File: src/rtl/puf_challenge_sequencer_pkg.sv
// Shared types and helpers for the PUF challenge/response sequencer.
// Optional feature macro: PUF_MAJORITY_VOTE_EN (majority-of-3 response sampling).
package puf_ctrl_pkg;

    typedef enum logic [2:0] {
        IDLE,
        SHIFT,
        RESET,
        SETTLE,
        SAMPLE,
        DONE
    } puf_state_e;

    localparam int PUF_SEL_W = 2;
    localparam int PUF_LEN_W = 2;
    localparam int VOTE_N    = 3;

    // Settle time grows geometrically with the PUF length setting.
    function automatic int settle_cycles(input int base, input int length);
        return base << length;
    endfunction

    function automatic int max_int(input int a, input int b);
        return (a > b) ? a : b;
    endfunction

    function automatic logic majority3(input logic a, input logic b, input logic c);
        return (a & b) | (a & c) | (b & c);
    endfunction

endpackage

File: src/rtl/puf_challenge_sequencer_if.sv
// Host request/response channel plus the puf_super macro pins.
// master = host/PUF side, slave = sequencer.
interface puf_challenge_sequencer_if #(
    parameter int CHAL_BITS = 16,
    parameter int RESP_BITS = 16
);
    logic                                 req_valid;
    logic                                 req_ready;
    logic [CHAL_BITS-1:0]                 req_challenge;
    logic [puf_ctrl_pkg::PUF_SEL_W-1:0]   req_puf_sel;
    logic [puf_ctrl_pkg::PUF_LEN_W-1:0]   req_length;
    logic                                 abort;
    logic                                 rsp_valid;
    logic                                 rsp_ready;
    logic [RESP_BITS-1:0]                 rsp_data;
    logic                                 busy;
    logic [puf_ctrl_pkg::PUF_SEL_W-1:0]   puf_sel;
    logic [puf_ctrl_pkg::PUF_LEN_W-1:0]   puf_length;
    logic                                 puf_si;
    logic                                 puf_reset;
    logic                                 puf_out;

    modport master (
        output req_valid, req_challenge, req_puf_sel, req_length, abort, rsp_ready, puf_out,
        input  req_ready, rsp_valid, rsp_data, busy, puf_sel, puf_length, puf_si, puf_reset
    );

    modport slave (
        input  req_valid, req_challenge, req_puf_sel, req_length, abort, rsp_ready, puf_out,
        output req_ready, rsp_valid, rsp_data, busy, puf_sel, puf_length, puf_si, puf_reset
    );

endinterface

File: src/rtl/puf_challenge_sequencer_shreg.sv
// Load/shift register: parallel load has priority over shift; shifts toward
// the MSB with the serial input entering at the LSB. o_q exposes the top
// OUT_W bits so a serialiser can take just the MSB.
module puf_ctrl_shreg #(
    parameter int W     = 16,
    parameter int OUT_W = W
) (
    input  logic             clk,
    input  logic             rstn,
    input  logic             i_load,
    input  logic [W-1:0]     i_load_data,
    input  logic             i_shift,
    input  logic             i_sin,
    output logic [OUT_W-1:0] o_q
);

    logic [W-1:0] r_q;

    // Parallel load or one-bit left shift per enabled cycle.
    always_ff @(posedge clk or negedge rstn) begin
        if (!rstn) begin
            r_q <= '0;
        end else if (i_load) begin
            r_q <= i_load_data;
        end else if (i_shift) begin
            r_q <= {r_q[W-2:0], i_sin};
        end
    end

    assign o_q = r_q[W-1 -: OUT_W];

endmodule

File: src/rtl/puf_challenge_sequencer.sv
// Sequences one challenge/response transaction against puf_super:
// shift challenge, pulse PUF reset, settle, sample response, hand it back.
// Optional feature macro: PUF_MAJORITY_VOTE_EN (3 samples per response bit).
//
// state  | meaning
// IDLE   | waiting for a request (req_ready unless abort)
// SHIFT  | challenge driven MSB-first on puf_si, one bit per cycle
// RESET  | puf_reset held high
// SETTLE | waiting SETTLE_BASE << length cycles
// SAMPLE | puf_out shifted into the response register
// DONE   | response presented until rsp_ready
module puf_challenge_sequencer
    import puf_ctrl_pkg::*;
#(
    parameter int CHAL_BITS    = 16,
    parameter int RESP_BITS    = 16,
    parameter int RESET_CYCLES = 2,
    parameter int SETTLE_BASE  = 4
) (
    input  logic                    clk,
    input  logic                    rstn,
    puf_challenge_sequencer_if.slave bus
);

`ifdef PUF_MAJORITY_VOTE_EN
    localparam int SAMPLE_CYCLES = VOTE_N * RESP_BITS;
`else
    localparam int SAMPLE_CYCLES = RESP_BITS;
`endif
    localparam int MAX_PHASE = max_int(max_int(settle_cycles(SETTLE_BASE, 3), CHAL_BITS),
                                       max_int(RESP_BITS, VOTE_N * RESP_BITS));
    localparam int CNT_W     = $clog2(MAX_PHASE) + 1;

    puf_state_e           r_state;
    logic [CNT_W-1:0]     r_cnt;
    logic [PUF_SEL_W-1:0] r_sel;
    logic [PUF_LEN_W-1:0] r_len;
    logic                 r_puf_reset;
    logic                 r_rsp_valid;
    logic                 r_busy;
    logic                 r_rdy;

    logic                 w_accept;
    logic                 w_cnt_zero;
    logic                 w_chal_shift;
    logic                 w_chal_msb;
    logic                 w_rsp_shift;
    logic                 w_rsp_bit;
    logic [RESP_BITS-1:0] w_rsp_q;
    logic [CNT_W-1:0]     w_settle_ld;

    assign w_accept     = bus.req_valid & bus.req_ready;
    assign w_cnt_zero   = (r_cnt == '0);
    assign w_chal_shift = (r_state == SHIFT);
    assign w_settle_ld  = CNT_W'(settle_cycles(SETTLE_BASE, int'(r_len)) - 1);

    puf_ctrl_shreg #(
        .W     (CHAL_BITS),
        .OUT_W (1)
    ) u_chal_sr (
        .clk         (clk),
        .rstn        (rstn),
        .i_load      (w_accept),
        .i_load_data (bus.req_challenge),
        .i_shift     (w_chal_shift),
        .i_sin       (1'b0),
        .o_q         (w_chal_msb)
    );

    puf_ctrl_shreg #(
        .W     (RESP_BITS),
        .OUT_W (RESP_BITS)
    ) u_resp_sr (
        .clk         (clk),
        .rstn        (rstn),
        .i_load      (1'b0),
        .i_load_data ('0),
        .i_shift     (w_rsp_shift),
        .i_sin       (w_rsp_bit),
        .o_q         (w_rsp_q)
    );

`ifdef PUF_MAJORITY_VOTE_EN
    logic [1:0] r_vote_ph;
    logic [1:0] r_vote_s;

    // Collect the first two samples of each triple; the third is voted live.
    always_ff @(posedge clk or negedge rstn) begin
        if (!rstn) begin
            r_vote_ph <= '0;
            r_vote_s  <= '0;
        end else if (r_state != SAMPLE) begin
            r_vote_ph <= '0;
        end else if (r_vote_ph == 2'(VOTE_N - 1)) begin
            r_vote_ph <= '0;
        end else begin
            r_vote_ph <= r_vote_ph + 2'd1;
            r_vote_s  <= {r_vote_s[0], bus.puf_out};
        end
    end

    assign w_rsp_shift = (r_state == SAMPLE) && (r_vote_ph == 2'(VOTE_N - 1));
    assign w_rsp_bit   = majority3(r_vote_s[1], r_vote_s[0], bus.puf_out);
`else
    assign w_rsp_shift = (r_state == SAMPLE);
    assign w_rsp_bit   = bus.puf_out;
`endif

    // Transaction FSM; phase timers are down-counters loaded on entry.
    always_ff @(posedge clk or negedge rstn) begin
        if (!rstn) begin
            r_state     <= IDLE;
            r_cnt       <= '0;
            r_sel       <= '0;
            r_len       <= '0;
            r_puf_reset <= 1'b0;
            r_rsp_valid <= 1'b0;
            r_busy      <= 1'b0;
            r_rdy       <= 1'b0;
        end else if (r_state != IDLE && bus.abort) begin
            // Abort drops everything, including a response waiting in DONE.
            r_state     <= IDLE;
            r_cnt       <= '0;
            r_puf_reset <= 1'b0;
            r_rsp_valid <= 1'b0;
            r_busy      <= 1'b0;
            r_rdy       <= 1'b1;
        end else begin
            case (r_state)
                IDLE: begin
                    r_rdy <= 1'b1;
                    if (w_accept) begin
                        r_state <= SHIFT;
                        r_cnt   <= CNT_W'(CHAL_BITS - 1);
                        r_sel   <= bus.req_puf_sel;
                        r_len   <= bus.req_length;
                        r_busy  <= 1'b1;
                        r_rdy   <= 1'b0;
                    end
                end
                SHIFT: begin
                    if (w_cnt_zero) begin
                        r_state     <= RESET;
                        r_cnt       <= CNT_W'(RESET_CYCLES - 1);
                        r_puf_reset <= 1'b1;
                    end else begin
                        r_cnt <= r_cnt - 1'b1;
                    end
                end
                RESET: begin
                    if (w_cnt_zero) begin
                        r_state     <= SETTLE;
                        r_cnt       <= w_settle_ld;
                        r_puf_reset <= 1'b0;
                    end else begin
                        r_cnt <= r_cnt - 1'b1;
                    end
                end
                SETTLE: begin
                    if (w_cnt_zero) begin
                        r_state <= SAMPLE;
                        r_cnt   <= CNT_W'(SAMPLE_CYCLES - 1);
                    end else begin
                        r_cnt <= r_cnt - 1'b1;
                    end
                end
                SAMPLE: begin
                    if (w_cnt_zero) begin
                        r_state     <= DONE;
                        r_rsp_valid <= 1'b1;
                    end else begin
                        r_cnt <= r_cnt - 1'b1;
                    end
                end
                DONE: begin
                    if (bus.rsp_ready) begin
                        r_state     <= IDLE;
                        r_rsp_valid <= 1'b0;
                        r_busy      <= 1'b0;
                        r_rdy       <= 1'b1;
                    end
                end
                default: begin
                    r_state     <= IDLE;
                    r_cnt       <= '0;
                    r_puf_reset <= 1'b0;
                    r_rsp_valid <= 1'b0;
                    r_busy      <= 1'b0;
                    r_rdy       <= 1'b1;
                end
            endcase
        end
    end

    assign bus.req_ready  = r_rdy & ~bus.abort;
    assign bus.rsp_valid  = r_rsp_valid;
    assign bus.rsp_data   = w_rsp_q;
    assign bus.busy       = r_busy;
    assign bus.puf_sel    = r_sel;
    assign bus.puf_length = r_len;
    assign bus.puf_si     = (r_state == SHIFT) & w_chal_msb;
    assign bus.puf_reset  = r_puf_reset;

endmodule
File: src/flat_wrapper.sv
// flat-port wrapper written by rule: the top's interface ports become plain ports
module puf_challenge_sequencer_flat import puf_ctrl_pkg::*;
#(
    parameter int CHAL_BITS    = 16,
    parameter int RESP_BITS    = 16,
    parameter int RESET_CYCLES = 2,
    parameter int SETTLE_BASE  = 4
)
  (clk, rstn, bus_req_valid, bus_req_challenge, bus_req_puf_sel, bus_req_length, bus_abort, bus_rsp_ready, bus_puf_out, bus_req_ready, bus_rsp_valid, bus_rsp_data, bus_busy, bus_puf_sel, bus_puf_length, bus_puf_si, bus_puf_reset);
  puf_challenge_sequencer_if #(.CHAL_BITS(CHAL_BITS), .RESP_BITS(RESP_BITS)) bus_i ();
  input  logic clk;
  input  logic rstn;
  input wire logic [$bits(bus_i.req_valid)-1:0] bus_req_valid;
  input wire logic [$bits(bus_i.req_challenge)-1:0] bus_req_challenge;
  input wire logic [$bits(bus_i.req_puf_sel)-1:0] bus_req_puf_sel;
  input wire logic [$bits(bus_i.req_length)-1:0] bus_req_length;
  input wire logic [$bits(bus_i.abort)-1:0] bus_abort;
  input wire logic [$bits(bus_i.rsp_ready)-1:0] bus_rsp_ready;
  input wire logic [$bits(bus_i.puf_out)-1:0] bus_puf_out;
  output wire logic [$bits(bus_i.req_ready)-1:0] bus_req_ready;
  output wire logic [$bits(bus_i.rsp_valid)-1:0] bus_rsp_valid;
  output wire logic [$bits(bus_i.rsp_data)-1:0] bus_rsp_data;
  output wire logic [$bits(bus_i.busy)-1:0] bus_busy;
  output wire logic [$bits(bus_i.puf_sel)-1:0] bus_puf_sel;
  output wire logic [$bits(bus_i.puf_length)-1:0] bus_puf_length;
  output wire logic [$bits(bus_i.puf_si)-1:0] bus_puf_si;
  output wire logic [$bits(bus_i.puf_reset)-1:0] bus_puf_reset;
  assign bus_i.req_valid = bus_req_valid;
  assign bus_i.req_challenge = bus_req_challenge;
  assign bus_i.req_puf_sel = bus_req_puf_sel;
  assign bus_i.req_length = bus_req_length;
  assign bus_i.abort = bus_abort;
  assign bus_i.rsp_ready = bus_rsp_ready;
  assign bus_i.puf_out = bus_puf_out;
  assign bus_req_ready = bus_i.req_ready;
  assign bus_rsp_valid = bus_i.rsp_valid;
  assign bus_rsp_data = bus_i.rsp_data;
  assign bus_busy = bus_i.busy;
  assign bus_puf_sel = bus_i.puf_sel;
  assign bus_puf_length = bus_i.puf_length;
  assign bus_puf_si = bus_i.puf_si;
  assign bus_puf_reset = bus_i.puf_reset;
  puf_challenge_sequencer #(.CHAL_BITS(CHAL_BITS), .RESP_BITS(RESP_BITS), .RESET_CYCLES(RESET_CYCLES), .SETTLE_BASE(SETTLE_BASE)) u_core (.clk(clk), .rstn(rstn), .bus(bus_i));
endmodule
File: config.mk
export PLATFORM = sky130hd
export DESIGN_NAME = puf_challenge_sequencer_flat
export DESIGN_NICKNAME = d
export VERILOG_FILES = /design/src/rtl/puf_challenge_sequencer_pkg.sv /design/src/rtl/puf_challenge_sequencer_if.sv /design/src/rtl/puf_challenge_sequencer_shreg.sv /design/src/rtl/puf_challenge_sequencer.sv /design/src/flat_wrapper.sv
export SDC_FILE = /design/constraint.sdc
export NUM_CORES = 1
export LEC_CHECK = 0
export CORE_UTILIZATION = 60
export CTS_CLUSTER_SIZE = 10
export DETAILED_ROUTE_END_ITERATION = 10
export DONT_BUFFER_PORTS = 1
export GPL_ROUTABILITY_DRIVEN = 0
export GPL_TIMING_DRIVEN = 0
export PLACE_DENSITY = 0.76
export SETUP_SLACK_MARGIN = 0.3
export SYNTH_ARGS = -nofsm -noshare
export SYNTH_HDL_FRONTEND = slang
export SYNTH_SLANG_ARGS = --single-unit
File: constraint.sdc
create_clock -name clk -period 3.26 [get_ports clk]
set_input_delay 0.978 -clock clk [delete_from_list [all_inputs] [get_ports clk]]
set_output_delay 0.978 -clock clk [all_outputs]
set_load 0.02 [all_outputs]
==> reports/summary.log, run 1 <==
INFO  floorplan      design.portCount=51
INFO  routing        final_antenna_net_count=0
INFO  power          irDropWorstVdd=397.9uV
INFO  timing         timing_worst_slew_pin_value=0.4661ns
INFO  synthesis      seq_area_frac_synth=0.4963
INFO  synthesis      synth_cell_types=48
INFO  layout         syn_to_final_growth=6.005%
INFO  routing        wl_met2=2240um
INFO  floorplan      floorplan.rows=23
INFO  synthesis      postSynthNetCount=269
INFO  run_status     outcome=completed
INFO  global_routing grt_max_degree=51
INFO  timing         timing.max_slew.rel_slack=0.6893
INFO  critical_path  path_cells=clkbuf_1 -> nor3_1 -> buf_4 -> buf_4 -> and2_2
INFO  clock_network  tritoncts.num_buffers=5
INFO  synthesis      synthesis.area=2521squm
INFO  timing         setup_tns=0ns
INFO  routing        avgViaCountPerCell=5.976
INFO  power          power.leakage=1.231nW
INFO  synthesis      count_of_flip_flops_with_a_built_in_enable_after_synthesis=0
INFO  timing         maxSlewViolCount=0
INFO  routing        met3WireLength=241um
INFO  global_routing grt.overflow.total=0
INFO  run            cap_violations=0
INFO  critical_path  crit-reg2reg-launch=u_core.r_cnt[0]
INFO  floorplan      die_area=4465squm
INFO  clock_network  tritoncts_num_sinks=50
INFO  routing        route.detailed.wl_per_inst=15.69um
INFO  global_routing groute.usage.overall=0.2401
INFO  hold_path      hold_path_class=in -> async
INFO  timing         fmax=353.3MHz
INFO  critical_path  cpPeakStageDelay=0.37ns
INFO  clock_network  worst_setup_hold_path_clk_slew=0.09ns
INFO  synthesis      synthesis.area_per_instance=10.50squm
INFO  layout         layout-drive-gt1-share=0.1660
INFO  critical_path  path_buf_inv=3
INFO  critical_path  worstPathRequired=2.28ns
INFO  timing         grt_setup_unrepaired=no
INFO  synthesis      synth-main-ff-cell=sky130_fd_sc_hd__dfrtp_1
INFO  synthesis      postSynth.asyncResetShare=1.000
INFO  synthesis      ys_ff_latch=50
INFO  floorplan      placeableCoreArea=4029squm
INFO  synthesis      share_of_the_synthesized_area_in_the_top_cell_type=0.4963
INFO  critical_path  worstSetupStartpointType=flop
INFO  routing        wirelength_met1=2131um
INFO  routing        detail_route.drc_violations=0
INFO  floorplan      die_w=66.82um
INFO  critical_path  timing.reg2reg.worst_path_depth=8
INFO  routing        dr_total_vias=1,775
INFO  timing         setup_viol=0
INFO  critical_path  regToRegEndpoint=u_core.r_cnt[3]
INFO  routing        topRoutingLayerUsed=met4
INFO  timing         timing_hold_violations_final=0
INFO  clock_network  clk_latency=0.30ns
INFO  global_routing initial_antenna_violation_count=0
INFO  synthesis      synth_most_common_cell=sky130_fd_sc_hd__dfrtp_1
INFO  timing         final.period_utilization=0.8683
INFO  power          total_power=2.309mW
INFO  synthesis      synth.largest_area_cell=sky130_fd_sc_hd__dfrtp_1
INFO  timing         post_route_minimum_period=2.831ns
INFO  routing        drtIter0Drc=137
INFO  critical_path  worst-endpoint-arrival=1.85ns
INFO  critical_path  cp_common_cell=sky130_fd_sc_hd__buf_4
INFO  critical_path  cpMaxStageDelayCell=sky130_fd_sc_hd__dfrtp_1
INFO  clock_network  cts_tree=yes
INFO  synthesis      synth_area_leaders=sky130_fd_sc_hd__dfrtp_1 50%, sky130_fd_sc_hd__mux2_2 8.9%, sky130_fd_sc_hd__mux2i_1 6.4%
INFO  critical_path  critical_path_class=reg -> out
INFO  synthesis      synth_commonest_cells=50 x sky130_fd_sc_hd__dfrtp_1, 28 x sky130_fd_sc_hd__nand2_1, 25 x sky130_fd_sc_hd__o21ai_0
INFO  power          p_per_area=863.8nW/um^2
INFO  layout         fin_util=0.6634
INFO  routing        firstDrtPassIters=4
INFO  layout         insertedDiodeCount=0
INFO  critical_path  path_max_fanout=10
INFO  place          placed_cells=290
INFO  routing        routed_wirelength=4661um
INFO  place          io_buffer_count=0
INFO  layout         final_nets=276
INFO  place          hpwl=3360um
INFO  clock_network  ctsRootBufferMaster=sky130_fd_sc_hd__clkbuf_8
INFO  critical_path  critPathTopFamily=buffers and inverters
INFO  global_routing first_pass_grt_wire_length=7921um
INFO  clock_network  cts_htree_levels=2
INFO  floorplan      start_util=0.6258
INFO  layout         post_layout_nonfiller_instances=297
INFO  timing         timing.clock.skew=0.009038ns
INFO  critical_path  worstSetupStartpoint=u_core.r_state[2]
INFO  synthesis      ys.warnings.count=0
INFO  clock_network  clock_path_buffers=2
INFO  critical_path  timing.reg2reg.setup_slack=1.12ns
INFO  floorplan      fp.dieH=66.82um
INFO  critical_path  critical_path.endpoint_type=output port
INFO  global_routing grt_pass1_vias=1,750
INFO  synthesis      netlist_instances=240
-- layer usage --
layer	global-route usage	vias to the layer above
li1	-	871
met1	0.3356	855
met2	0.3674	43
met3	0.04966	6
met4	0.08777	0
met5	0	-
-- sequential cells by signal, summed over array words and instances, names as in the netlist --
signal,flops
u_core.u_chal_sr.r_q,16
u_core.u_resp_sr.o_q,16
u_core.r_cnt,7
u_core.bus.rsp_valid,1
u_core.bus.puf_reset,1
u_core.bus.busy,1
u_core.bus.puf_length,2
u_core.r_state,3
u_core.r_rdy,1
u_core.bus.puf_sel,2
-- how the worst max path moves through the flow --
| stage | to | slack (ns) | cells past startpoint |
|---|---|---|---|
| floorplan | bus_req_ready | 0.79 | 2 |
| global placement | bus_puf_si | 0.58 | 5 |
| detailed placement | bus_puf_si | 0.57 | 5 |
| CTS | bus_puf_si | 0.31 | 5 |
| global route | bus_puf_si | 0.33 | 5 |
| finish | bus_puf_si | 0.43 | 5 |
-- metrics by stage --
stage                     setup slack, ns  hold slack, ns  area (sq um)
final                              0.4294          0.3635          2673
after global routing               0.3291          0.3430          2673
after CTS                          0.3135          0.3482          2669
after detailed placement           0.5666          0.5031          2584
after global placement             0.5829          0.4879          2584
after floorplan                    0.7938          0.4658          2521
-- cells by family after synthesis --
logic type	synth area share
muxes	0.1529
and+or+nand+nor	0.1444
AOI/OAI and AO/OA	0.1479
DFF	0.4963
adders and majority gates	0.01936
buffers and inverters	0.03921
-- placed cells by master (no fill, tap or decap), types with 2 or more instances in the layout --
cell type / instances
sky130_fd_sc_hd__dfrtp_1: 50
sky130_fd_sc_hd__nand2_1: 28
sky130_fd_sc_hd__o21ai_0: 25
sky130_fd_sc_hd__mux2_2: 20
sky130_fd_sc_hd__mux2i_1: 16
sky130_fd_sc_hd__nor2_1: 13
sky130_fd_sc_hd__clkbuf_1: 9
sky130_fd_sc_hd__inv_1: 7
sky130_fd_sc_hd__a21oi_1: 7
sky130_fd_sc_hd__clkbuf_8: 5
sky130_fd_sc_hd__o31ai_1: 4
sky130_fd_sc_hd__nor2b_1: 3
sky130_fd_sc_hd__nor3_1: 3
sky130_fd_sc_hd__or2_2: 3
sky130_fd_sc_hd__a22o_1: 3
sky130_fd_sc_hd__nand3_1: 3
sky130_fd_sc_hd__ha_1: 3
sky130_fd_sc_hd__nand2b_1: 2
sky130_fd_sc_hd__buf_2: 2
sky130_fd_sc_hd__buf_4: 2
sky130_fd_sc_hd__or3_1: 2
sky130_fd_sc_hd__buf_1: 2
sky130_fd_sc_hd__a311o_1: 2
sky130_fd_sc_hd__a21o_1: 2
sky130_fd_sc_hd__a211oi_1: 2
sky130_fd_sc_hd__nor4_1: 2
-- final cells by class --
| cell class | instances | area [sq um] |
|---|---|---|
| clock buffers | 5 | 68.82 |
| fillers | 337 | 1356 |
| clock inverters | 2 | 13.76 |
| inverters | 7 | 26.28 |
| multi-input cells | 167 | 1172 |
| flip-flops and latches | 50 | 1251 |
| well taps | 50 | 62.56 |
| plain buffers | 16 | 77.57 |
-- repair_timing --
action / in CTS / in global routing
gates resized for setup: 1 / 3
endpoints found under the hold margin: 0 / 0
pin swaps: 0 / 0
setup buffers: 0 / 0
hold buffers: 0 / 0
setup endpoints to repair: 1 / 1
-- power by group --
| part | internal, mW | total (mW) | switching [mW] |
|---|---|---|---|
| logic | 0.428 | 0.955 | 0.527 |
| clock network | 0.148 | 0.339 | 0.191 |
| registers | 0.812 | 1.01 | 0.203 |
Note: power is estimated with default switching activity, not from simulation.
==> run 2, diff against run 1 <==
--- a/config.mk
+++ b/config.mk
@@ -5,13 +5,14 @@
 export SDC_FILE = /design/constraint.sdc
 export NUM_CORES = 1
 export LEC_CHECK = 0
-export CORE_UTILIZATION = 60
+export CORE_UTILIZATION = 62
 export CTS_CLUSTER_SIZE = 10
 export DETAILED_ROUTE_END_ITERATION = 10
 export DONT_BUFFER_PORTS = 1
 export GPL_ROUTABILITY_DRIVEN = 0
 export GPL_TIMING_DRIVEN = 0
-export PLACE_DENSITY = 0.76
+export MAX_ROUTING_LAYER = met4
+export PLACE_DENSITY = 0.78
 export SETUP_SLACK_MARGIN = 0.3
 export SYNTH_ARGS = -nofsm -noshare
 export SYNTH_HDL_FRONTEND = slang
==> reports/summary.log, run 2 (same netlist as run 1, synthesis figures left out) <==
INFO  run_status     outcome=completed
INFO  timing         setup_viol=0
INFO  timing         fin_worst_hold_slack=0.3604ns
INFO  timing         timing_worst_slew_pin_value=0.4957ns
INFO  layout         commonest_non_fill_non_tap_cells_in_the_layout=50 x sky130_fd_sc_hd__dfrtp_1, 28 x sky130_fd_sc_hd__nand2_1, 25 x sky130_fd_sc_hd__o21ai_0
INFO  routing        routed_wirelength=4755um
INFO  place          hpwl=3372um
INFO  power          p_per_area=875.7nW/um^2
INFO  routing        route.detailed.wl_per_inst=16.06um
INFO  floorplan      floorplan.rows=22
INFO  critical_path  cp_common_cell=sky130_fd_sc_hd__buf_4
INFO  floorplan      placeableCoreArea=3771squm
INFO  global_routing first_pass_grt_wire_length=7907um
INFO  floorplan      design.portCount=51
INFO  critical_path  cpMaxStageDelayCell=sky130_fd_sc_hd__dfrtp_1
INFO  critical_path  worstSetupStartpoint=u_core.r_state[2]
INFO  clock_network  cts_htree_levels=2
INFO  critical_path  worstSetupStartpointType=flop
INFO  layout         final_common_cell=sky130_fd_sc_hd__dfrtp_1
INFO  clock_network  clock_path_buffers=2
INFO  routing        dr_total_vias=1,805
INFO  floorplan      start_util=0.6685
INFO  critical_path  worst-endpoint-arrival=1.80ns
INFO  routing        drtIter0Drc=50
INFO  floorplan      die_area=4326squm
INFO  clock_network  postCtsSetupRepairBufs=0
INFO  global_routing grt_pass1_vias=1,778
INFO  critical_path  timing.reg2reg.setup_slack=1.13ns
INFO  layout         syn_to_final_growth=6.402%
INFO  timing         timing.clock.skew=0.01062ns
INFO  critical_path  cpPeakStageDelay=0.38ns
INFO  critical_path  path_max_fanout=10
INFO  floorplan      die_w=65.77um
INFO  critical_path  path_buf_inv=3
INFO  critical_path  path_cells=clkbuf_1 -> nor3_1 -> buf_4 -> buf_4 -> and2_2
INFO  critical_path  critical_path_class=reg -> out
INFO  routing        avgViaCountPerCell=6.098
INFO  global_routing groute.usage.overall=0.2484
INFO  timing         grt_setup_unrepaired=no
INFO  run            cap_violations=0
INFO  clock_network  worst_setup_hold_path_clk_slew=0.09ns
INFO  routing        detail_route.drc_violations=0
INFO  clock_network  clk_latency=0.30ns
INFO  timing         fmax=359.3MHz
INFO  global_routing grt_max_degree=51
INFO  layout         insertedDiodeCount=0
INFO  hold_path      hold_path_class=in -> async
INFO  floorplan      fp.dieH=65.77um
INFO  clock_network  ctsRootBufferMaster=sky130_fd_sc_hd__clkbuf_8
INFO  critical_path  critPathTopFamily=buffers and inverters
INFO  global_routing initial_antenna_violation_count=0
INFO  timing         post_route_minimum_period=2.783ns
INFO  clock_network  tritoncts_num_sinks=50
INFO  power          irDropWorstVdd=443.3uV
INFO  timing         timing.max_slew.rel_slack=0.6695
INFO  critical_path  worstPathRequired=2.28ns
INFO  routing        final_antenna_net_count=0
INFO  power          power.leakage=1.235nW
INFO  layout         final_nets=276
INFO  timing         maxSlewViolCount=0
INFO  routing        firstDrtPassIters=4
INFO  layout         layout-drive-gt1-share=0.1653
INFO  critical_path  crit-reg2reg-launch=u_core.r_cnt[0]
INFO  timing         final.period_utilization=0.8537
INFO  timing         timing_hold_violations_final=0
INFO  clock_network  tritoncts.num_buffers=5
INFO  clock_network  cts_tree=yes
INFO  timing         setup_tns=0ns
INFO  critical_path  critical_path.endpoint_type=output port
INFO  global_routing grt.overflow.total=0
INFO  place          io_buffer_count=0
## run 2: cell count changes in the layout (fill, tap and decap cells not counted)
cell / change
sky130_fd_sc_hd__clkbuf_8: +1
sky130_fd_sc_hd__clkinv_2: -1
sky130_fd_sc_hd__clkbuf_1: +1
## run 2: stage by stage
stage	instance area, sq um	std cells	total power [mW]	utilization	setup slack [ns]
2_1_floorplan	2521	240	1.768	-	0.7938
5_1_grt	2683	296	2.517	0.7113	0.3439
6_report	2683	296	2.349	0.7113	0.4771
3_5_place_dp	2581	288	1.964	0.6845	0.6101
3_3_place_gp	2581	288	1.936	0.6845	0.5998
4_1_cts	2679	296	2.347	0.7104	0.3720
## run 2: layout make-up
type,count,area [sq um]
clock buffer,7,86.33
tap,48,60.06
clock inverter,1,8.758
sequential,50,1251
multi-input combinational,167,1172
inverter,7,26.28
buffer,16,77.57
fill,286,1089
## run 2: repair_timing
action,4_1_cts,5_1_grt
hold buffers,0,0
setup endpoints to repair,1,1
resized for setup,1,3
## run 2: worst paths after layout
| path | endpoint | cells past startpoint |
|---|---|---|
| max in group asynchronous | u_core.u_resp_sr.o_q[14] | 0 |
| setup / recovery | bus_puf_si | 5 |
| setup reg to reg | u_core.r_cnt[3] | 8 |
| hold reg to reg | u_core.u_chal_sr.r_q[0] | 1 |
| min in group clk | u_core.u_chal_sr.r_q[0] | 1 |
| hold / removal | u_core.r_cnt[6] | 0 |
## run 2: layer usage
| layer | up-vias | global-route usage | share of wire |
|---|---|---|---|
| li1 | 867 | - | - |
| met1 | 889 | 0.3206 | 0.45 |
| met2 | 42 | 0.4031 | 0.48 |
| met3 | 7 | 0.04828 | 0.056 |
| met4 | 0 | 0.06522 | 0.012 |
| met5 | - | - | 0 |
## run 2: power by group
| group | switching (mW) | total [mW] | internal, mW |
|---|---|---|---|
| combinational | 0.531 | 0.959 | 0.428 |
| clock | 0.203 | 0.379 | 0.176 |
| sequential | 0.200 | 1.01 | 0.812 |
| total | 0.934 | 2.35 | 1.42 |
==> run 3, diff against run 2 <==
==> constraint.sdc (replaced) <==
create_clock -name clk -period 2.8 [get_ports clk]
set_input_delay 0.84 -clock clk [delete_from_list [all_inputs] [get_ports clk]]
set_output_delay 0.84 -clock clk [all_outputs]
set_load 0.02 [all_outputs]
==> reports/summary.log, run 3 (same netlist as run 1, synthesis figures left out) <==
INFO  critical_path  critical_path.endpoint_type=output port
INFO  floorplan      die_w=65.77um
INFO  power          net-switching-power=1.098mW
INFO  timing         timing_worst_slew_pin_value=0.4953ns
INFO  timing         setup_viol=0
INFO  clock_network  ctsRootBufferMaster=sky130_fd_sc_hd__clkbuf_8
INFO  critical_path  worst-endpoint-arrival=1.56ns
INFO  layout         nFillCells=286
INFO  place          io_buffer_count=0
INFO  hold_path      hold_path_class=in -> async
INFO  routing        routed_wirelength=4810um
INFO  critical_path  path_depth=5
INFO  clock_network  cts_tree=yes
INFO  routing        detail_route.drc_violations=2
INFO  layout         sequential_cell_area=1251squm
INFO  routing        firstDrtPassIters=8
INFO  critical_path  critPathTopFamily=buffers and inverters
INFO  routing        wirelength_met1=2163um
INFO  floorplan      fp.dieH=65.77um
INFO  global_routing groute.usage.overall=0.2511
INFO  layout         commonest_non_fill_non_tap_cells_in_the_layout=50 x sky130_fd_sc_hd__dfrtp_1, 28 x sky130_fd_sc_hd__nand2_1, 25 x sky130_fd_sc_hd__o21ai_0
INFO  critical_path  critical_path_class=reg -> out
INFO  timing         timing.clock.skew=0.01026ns
INFO  routing        wl_met2=2336um
INFO  routing        drtIter0Drc=57
INFO  clock_network  cts_htree_levels=2
INFO  layout         multi_input_gate_area_in_the_final_layout=1179squm
INFO  layout         fin_util=0.7170
INFO  clock_network  clk_latency=0.30ns
INFO  layout         final_nets=277
INFO  layout         layout-drive-gt1-share=0.1767
INFO  place          hpwl=3372um
INFO  critical_path  worstSetupStartpointType=flop
INFO  routing        route.detailed.wl_per_inst=16.20um
INFO  clock_network  tritoncts_num_sinks=50
INFO  timing         grt_setup_unrepaired=no
INFO  timing         timing.max_slew.rel_slack=0.6698
INFO  floorplan      die_area=4326squm
INFO  critical_path  cpMaxStageDelayCell=sky130_fd_sc_hd__dfrtp_1
INFO  power          pwr-share-comb=0.415
INFO  power          irDropWorstVdd=515.9uV
INFO  power          swShare=0.3959
INFO  timing         final.period_utilization=0.8582
INFO  layout         insertedDiodeCount=0
INFO  run            cap_violations=0
INFO  critical_path  path_buf_inv=3
INFO  routing        final_antenna_net_count=0
INFO  critical_path  cpPeakStageDelay=0.38ns
INFO  run_status     outcome=complete, but fails checks
INFO  power          power.leakage=1.248nW
INFO  clock_network  holdBufCountCts=0
INFO  floorplan      placeableCoreArea=3771squm
INFO  floorplan      floorplan.rows=22
INFO  critical_path  path_cells=clkbuf_2 -> nor3_2 -> buf_4 -> buf_6 -> and2_4
INFO  timing         setup_tns=0ns
INFO  global_routing first_pass_grt_wire_length=7962um
INFO  critical_path  path_max_fanout=10
INFO  routing        topRoutingLayerUsed=met4
INFO  critical_path  worstPathRequired=1.96ns
INFO  global_routing grt_max_degree=51
INFO  routing        dr_total_vias=1,812
INFO  layout         syn_to_final_growth=7.246%
INFO  global_routing grt.overflow.total=0
INFO  critical_path  timing.reg2reg.worst_path_depth=8
INFO  layout         final_common_cell=sky130_fd_sc_hd__dfrtp_1
INFO  run_status     violations=DRC
INFO  routing        avgViaCountPerCell=6.101
INFO  power          internal_power=1.675mW
INFO  timing         post_route_minimum_period=2.403ns
INFO  timing         timing_hold_violations_final=0
INFO  power          sequentialPowerShare=0.426
INFO  floorplan      start_util=0.6685
INFO  floorplan      design.portCount=51
INFO  power          share_clk_of_total_power=0.159
INFO  global_routing initial_antenna_violation_count=0
INFO  timing         fmax=416.1MHz
INFO  routing        met3WireLength=253um
INFO  clock_network  tritoncts.num_buffers=5
INFO  timing         maxSlewViolCount=0
INFO  clock_network  clock_path_buffers=2
INFO  global_routing grt_pass1_vias=1,794
INFO  clock_network  worst_setup_hold_path_clk_slew=0.09ns
INFO  power          p_per_area=1025nW/um^2
-- run 3: changes by cell type in the layout (fill, tap and decap cells not counted), sizes merged --
cell,previous run,this run
clkbuf,16,17
-- run 3: repair_timing --
action / 4_1_cts / 5_1_grt
buffers inserted: 1 / 0
pin swaps: 0 / 0
setup endpoints to repair: 1 / 1
gates cloned: 0 / 0
resized for setup: 5 / 3
-- run 3: metrics by stage --
| stage | power [mW] | hold slack, ns | cells | instance area, sq um | setup WS, ns |
|---|---|---|---|---|---|
| 6_report | 2.772 | 0.2234 | 297 | 2704 | 0.3969 |
| 5_1_grt | 2.971 | 0.2081 | 297 | 2704 | 0.3229 |
| 4_1_cts | 2.763 | 0.2199 | 297 | 2695 | 0.3421 |
| 3_5_place_dp | 2.287 | 0.4928 | 288 | 2581 | 0.2881 |
| 3_3_place_gp | 2.254 | 0.4971 | 288 | 2581 | 0.2778 |
| 2_1_floorplan | 2.058 | 0.4658 | 240 | 2521 | 0.4809 |
-- run 3: worst reg2reg max path: cells and delay by family (launching register included) --
kind | cells | cell delay [ns]
buffers and inverters | 2 | 0.25
DFF | 1 | 0.41
AOI/OAI and AO/OA | 3 | 0.56
adders and majority gates | 1 | 0.14
and+or+nand+nor | 2 | 0.66
-- run 3: per-layer routing --
layer / vias to the layer above / GRT usage
li1: 872 / -
met1: 889 / 0.3229
met2: 44 / 0.4107
met3: 7 / 0.04655
met4: 0 / 0.06522
met5: - / -
-- run 3: area by class of cell --
class	count	share of cell area
clock buffer	7	0.03193
inverter	7	0.009718
buffer	16	0.03147
timing repair buffer	1	0.002776
multi-input combinational	167	0.4359
clock inverter	1	0.003239
tap	48	0.02221
sequential	50	0.4627
-- run 3: final timing paths --
check,from,end,slack [ns]
min reg2reg,u_core.u_chal_sr.r_q[0],u_core.u_chal_sr.r_q[0],0.53
max reg2reg,u_core.r_cnt[0],u_core.r_cnt[3],0.67
max in group asynchronous,rstn,u_core.u_chal_sr.r_q[4],2.46
min,rstn,u_core.r_cnt[2],0.22
min in group clk,u_core.u_chal_sr.r_q[0],u_core.u_chal_sr.r_q[0],0.53
max,u_core.r_state[2],bus_puf_si,0.40
-- run 3: power by group through the flow --
stage | Sequential, mW | Combinational [mW] | Clock, mW
CTS | 1.18 | 1.14 | 0.445
floorplan | 1.15 | 0.910 | 0
global route | 1.21 | 1.28 | 0.477
finish | 1.18 | 1.15 | 0.440
detailed placement | 1.19 | 1.09 | 0
global placement | 1.19 | 1.07 | 0
